## src/rtl/write_back_pkg.sv

```systemverilog
// rtl/write_back_pkg.sv - shared processor types used by the write-back stage
package write_back_pkg;

  typedef logic [4:0]  regind_t;
  typedef logic [31:0] regval_t;
  typedef logic [3:0]  flags_t;

  // Register index that aliases the architectural flags register
  localparam regind_t FLAGS_INDEX = 5'd30;

  typedef enum logic [1:0] {
    IDLE  = 2'd0,
    UPPER = 2'd1,
    STORE = 2'd2
  } write_back_state_t;

endpackage

```

## src/rtl/write_back.sv

```systemverilog
// rtl/write_back.sv - write-back stage: register/flag writes, upper-half writes, memory stores
// Optional feature: WRITE_BACK_FEEDBACK_EN drives fb_* from the register-file write port.
module write_back
  import write_back_pkg::*;
(
  input  logic    clock,
  input  logic    reset,
  input  logic    in_valid,
  output logic    in_hold,
  input  regval_t in_pc,
  input  regind_t in_destination_register,
  input  logic    in_is_writing_memory,
  input  flags_t  in_flags,
  input  regval_t in_destination_value,
  input  logic    in_has_upper_value,
  input  regval_t in_upper_value,
  input  regval_t in_adjustment_value,
  input  logic    in_has_flushed,
  output logic    rf_we,
  output regind_t rf_index,
  output regval_t rf_value,
  output flags_t  flags_we,
  output flags_t  flags_value,
  output regind_t rf_read_index,
  input  regval_t rf_read_value,
  output logic    mem_write,
  output regval_t mem_address,
  output regval_t mem_data,
  input  logic    mem_wait_request,
  output logic    retire_valid,
  output regval_t retire_pc,
  output logic    fb_valid,
  output regind_t fb_index,
  output regval_t fb_value
);

  write_back_state_t r_state;
  logic              r_rf_we;
  regind_t           r_rf_index;
  regval_t           r_rf_value;
  flags_t            r_flags_we;
  flags_t            r_flags_value;
  logic              r_mem_write;
  regval_t           r_mem_address;
  regval_t           r_mem_data;
  logic              r_retire_valid;
  regval_t           r_pc;
  regind_t           r_upper_index;
  regval_t           r_upper_value;
  logic              w_accept;

  assign in_hold       = reset || (r_state != IDLE);
  assign w_accept      = in_valid && !in_hold;
  // Store data is fetched from the register file in the same cycle the beat is accepted
  assign rf_read_index = in_destination_register;

  always_ff @(posedge clock) begin
    if (reset) begin
      r_state        <= IDLE;
      r_rf_we        <= 1'b0;
      r_rf_index     <= '0;
      r_rf_value     <= '0;
      r_flags_we     <= '0;
      r_flags_value  <= '0;
      r_mem_write    <= 1'b0;
      r_mem_address  <= '0;
      r_mem_data     <= '0;
      r_retire_valid <= 1'b0;
      r_pc           <= '0;
      r_upper_index  <= '0;
      r_upper_value  <= '0;
    end else begin
      r_rf_we        <= 1'b0;
      r_flags_we     <= '0;
      r_retire_valid <= 1'b0;
      unique case (r_state)
        IDLE: begin
          if (w_accept && !in_has_flushed) begin
            r_pc <= in_pc;
            if (in_is_writing_memory) begin
              r_mem_write   <= 1'b1;
              r_mem_address <= in_destination_value + in_adjustment_value;
              r_mem_data    <= rf_read_value;
              r_state       <= STORE;
            end else begin
              r_rf_we       <= (in_destination_register != '0);
              r_rf_index    <= in_destination_register;
              r_rf_value    <= in_destination_value;
              // A direct write to the flags register wins over the implicit flag update
              r_flags_we    <= (in_destination_register == FLAGS_INDEX) ? 4'b0000 : 4'b1111;
              r_flags_value <= in_flags;
              if (in_has_upper_value) begin
                r_upper_index <= regind_t'(in_destination_register + 5'd1);
                r_upper_value <= in_upper_value;
                r_state       <= UPPER;
              end else begin
                r_retire_valid <= 1'b1;
              end
            end
          end
        end
        UPPER: begin
          r_rf_we        <= (r_upper_index != '0);
          r_rf_index     <= r_upper_index;
          r_rf_value     <= r_upper_value;
          r_retire_valid <= 1'b1;
          r_state        <= IDLE;
        end
        STORE: begin
          if (!mem_wait_request) begin
            r_mem_write    <= 1'b0;
            r_retire_valid <= 1'b1;
            r_state        <= IDLE;
          end
        end
        default: r_state <= IDLE;
      endcase
    end
  end

  assign rf_we        = r_rf_we;
  assign rf_index     = r_rf_index;
  assign rf_value     = r_rf_value;
  assign flags_we     = r_flags_we;
  assign flags_value  = r_flags_value;
  assign mem_write    = r_mem_write;
  assign mem_address  = r_mem_address;
  assign mem_data     = r_mem_data;
  assign retire_valid = r_retire_valid;
  assign retire_pc    = r_pc;

`ifdef WRITE_BACK_FEEDBACK_EN
  assign fb_valid = r_rf_we;
  assign fb_index = r_rf_index;
  assign fb_value = r_rf_value;
`else
  assign fb_valid = 1'b0;
  assign fb_index = '0;
  assign fb_value = '0;
`endif

endmodule

```

## config.mk

```make
export PLATFORM = sky130hd
export DESIGN_NAME = write_back
export DESIGN_NICKNAME = d
export VERILOG_FILES = /design/src/rtl/write_back_pkg.sv /design/src/rtl/write_back.sv
export SDC_FILE = /design/constraint.sdc
export NUM_CORES = 1
export LEC_CHECK = 0
export CAP_MARGIN = 10
export CORE_UTILIZATION = 45
export CTS_BUF_LIST = sky130_fd_sc_hd__clkbuf_8
export DETAILED_ROUTE_END_ITERATION = 8
export PLACE_DENSITY_LB_ADDON = 0.3
export RECOVER_POWER = 50
export SLEW_MARGIN = 20
export SYNTH_ARGS = -nofsm -noshare
export SYNTH_HDL_FRONTEND = slang
export SYNTH_SLANG_ARGS = --single-unit
```

## constraint.sdc

```tcl
create_clock -name clock -period 3.25 [get_ports clock]
set_clock_uncertainty 0.2 [all_clocks]
set_input_delay 0.4875 -clock clock [delete_from_list [all_inputs] [get_ports clock]]
set_output_delay 0.4875 -clock clock [all_outputs]
set_load 0.005 [all_outputs]
```

==> results by group <==
Setup path
  – Crit Path Max Fanout: 4
  – Reg2reg start: r_state[0]
  – WS Path Type: input pin to register
  – Setup crit start kind: input pin
  – WP data required: about 3.4 ns
  – Crit path top cell by count: o21ai_0
  – Critical Path End Type: register
  – Capture point of the worst reg-to-reg path: rf_value[14]
  – Delay-heaviest family, CP: compound AO/OA/AOI/OAI gates
  – CP max stage delay: 0.48 ns
  – Sequence of cells on the critical path: clkdlybuf4s50_1, ha_1, a21oi_1, a2111oi_2, buf_4, o21ai_0, nand3_1, a31oi_1, o21ai_0, xnor2_1, o21ai_0
  – Worst-case reg-to-reg path depth: 8
  – CP Data Arrival Time: between 3 and 4 ns
  – Slowest-stage cell, CP: clkdlybuf4s50_1
  – Reg2reg setup slack: 0.63 ns
  – Worst Path Buf+Inv: 2

Layout
  – NumNets Final: 1613
  – Fin cells: 1681
  – Most frequent cells in the layout: 249 x nand2_1, 189 x clkdlybuf4s50_1, 180 x dfxtp_1
  – Share of cells above drive strength 1: 0.1025
  – P&R area growth vs syn: 46.85%
  – Commonest non-fill, non-tap cell in the layout: nand2_1

Die
  – Die area: between 20000 and 25000 µm²
  – Core area: 18960 µm²
  – Row Count: 50
  – I/O pins: 364
  – Starting Density: 0.4645
  – Die width: 141.9 µm
  – Die Ht: between 100 and 150 µm

Synth
  – Register area share after synthesis: 0.4093
  – Synthesis-stage register bit count: between 150 and 200
  – Average cell area after synthesis: 8.267 µm²
  – Synthesis Warnings: 0
  – Syn Std Cell Area: a little under 9000 µm²
  – Ys async rst share: 0
  – Post-synth EDFFs: 0
  – Synth Instances: ~1100
  – Synth Flop Type: dfxtp_1
  – Synth cell types: 61

Placed design
  – I/O Buffers: 325
  – Number of cells after detailed placement: 1643
  – GP Congestion: 0.9238
  – Worst slack, placed: -0.2723 ns
  – Detailed placement HPWL: ~22000 µm

CTS
  – # hold bufs at CTS: 0
  – CTS H-tree lvls: 4
  – Clk_lat worst skew: 0.46 ns
  – Post-CTS Setup Inserts: 0
  – Root Buffer: clkbuf_8
  – CTS max path bufs: 2
  – TritonCTS buffer count: 17
  – Worst-path clk slew: 0.09 ns
  – CTS tree: yes
  – Clk sinks: between 150 and 200

STA
  – Setup TNS: 0 ns
  – Worst Tran Pin Value: between 1 and 1.5 ns
  – RSZ-0062 raised after global routing: no
  – Tcrit/Tclk final: 0.9351
  – Clock period minus worst slack: between 3 and 4 ns
  – Worst hold slack: between 0.2 and 0.25 ns
  – Rel. slew slack: 0.01533
  – Final worst slack: 0.2111 ns
  – Final Slew Violations: 0
  – Final hold violation count: 0
  – Final setup vio count: 0
  – Highest Clock Rate: 329.1 MHz

Power and ir drop
  – Peak supply drop: 233.2 µV
  – LEAKAGE: 5.513 nW
  – Power per cell area: between 300 and 400 nW/µm²

Flow run
  – Max-cap violations: 0

GRT
  – Number of global-route vias before repair: 7994
  – Initial antenna violation count: 7
  – Grt total ovfl: 0
  – GRT Resource Usage Total: 0.2804
  – First-pass GRT wire length: 43190 µm
  – Largest net degree at the start of global routing: ~180

Route
  – DRT antenna net count: 0
  – Routed WL per cell: 16.89 µm
  – # DRC: 0
  – Final wirelength: 28390 µm
  – Initial DRC Count: approximately 470
  – Vias/cell: 5.065
  – DRT Pass-1 Iters: 5
  – Via Count: 8514

Min path
  – Hold_sp: mem_address[25]
  – HP Class: register to register
  – Hold path cells: 2
  – Hold Path End: mem_address[25]

Status
  – Status: completed
-- Yosys cell counts (2+ instances only) --
master	number	share of area
xnor2_1	19	0.019
dfxtp_1	180	0.41
buf_6	4	0.0051
nand3_1	13	0.0074
a31oi_1	6	0.0043
clkbuf_1	53	0.023
a21oi_1	148	0.084
nor3_1	4	0.0023
ha_1	34	0.048
buf_2	8	0.0045
o21ai_0	34	0.019
a211oi_2	30	0.043
o21bai_1	7	0.0060
nand4_1	7	0.0050
and4_1	2	0.0020
nor2b_1	2	0.0014
a41oi_1	3	0.0030
o22ai_1	2	0.0014
buf_4	51	0.043
nor2_1	60	0.026
inv_1	9	0.0038
xor2_1	12	0.012
a21o_1	16	0.014
a211oi_1	15	0.013
and3_1	4	0.0028
a21boi_1	2	0.0017
o21ai_1	3	0.0017
or2_2	2	0.0014
nand3b_1	13	0.011
mux2i_1	38	0.043
a2111oi_0	2	0.0020
nand2_1	249	0.11
o31ai_1	2	0.0017
buf_1	2	0.00085
nand2b_1	3	0.0021
-- per-layer routing --
layer  part of all wire  GRT usage  routed length, µm  up-vias
met1               0.42     0.3411              11860     3907
met2               0.49     0.4726              13780      301
li1                   -          -                  -     4254
met4              0.034     0.1302                977        0
met3              0.063    0.06075               1777       52
met5                  0          0                  0        -
-- repair_timing --
action                                  in CTS  in global routing
endpoints found under the setup margin       0                  7
gates resized for setup                      0                  3
endpoints found under the hold margin        0                  0
-- cell families (layout without fill, tap and decap cells) --
kind of cell,count (synthesis),count (layout),share of synthesized area
and+or+nand+nor,371,371,0.1796
AOI/OAI and AO/OA,281,281,0.2052
muxes,38,38,0.04320
buffers and inverters,128,440,0.08086
xor gates and xnor gates,31,31,0.03084
other,1,45,0.0004259
DFF,180,180,0.4093
adders and majority gates,35,35,0.05059
-- how the worst max path moves through the flow --
stage / from / to / depth (start not counted)
final: in_destination_value[2] / mem_address[27] / 11
after global routing: in_destination_value[0] / mem_address[30] / 13
after CTS: in_destination_value[2] / mem_address[27] / 11
after detailed placement: in_destination_value[2] / mem_address[27] / 11
after global placement: in_destination_value[0] / mem_address[30] / 13
after floorplan: in_destination_value[0] / mem_address[16] / 10
-- worst register-to-register path: stages, from the launching register on --
cell	delay (ns)
dfxtp_1	0.33
or3_1	0.44
or3b_1	0.48
nor2_8	0.19
nor2_1	0.09
nor2_4	0.10
buf_12	0.33
nor2_1	0.15
a211oi_2	0.22
-- flip-flops by register name (all words and copies together), names as in the netlist --
name and cells:
flags_value 4, flags_we 1, mem_address 32, mem_data 32
mem_write 1, r_state 2, r_upper_index 5, r_upper_value 32
retire_pc 32, retire_valid 1, rf_index 5, rf_value 32
rf_we 1
-- report_power, final --
| group | switching [mW] | total, mW | internal (mW) |
|---|---|---|---|
| registers | 0.0362 | 2.31 | 2.28 |
| logic | 0.497 | 1.07 | 0.573 |
| clock network | 0.871 | 1.74 | 0.872 |
| total | 1.40 | 5.13 | 3.72 |
-- through the flow --
step / instance area (µm²) / power (mW) / utilization
floorplan: 8944 / 2.892 / -
global placement: 12470 / 3.434 / 0.6580
detailed placement: 12470 / 3.448 / 0.6580
CTS: 12920 / 5.182 / 0.6814
global route: 12930 / 5.350 / 0.6821
finish: 12930 / 5.125 / 0.6821
-- area by class of cell --
cell class	instances	area [µm²]
clock inverters	13	196.4
clock buffers	18	247.7
inverters	10	37.54
well taps	260	325.3
flip-flops and latches	180	3603
repair buffers	399	3856
fillers	1640	6026
multi-input cells	794	4646
diodes	7	17.52
No activity file was read; power rests on OpenSTA's default activity.
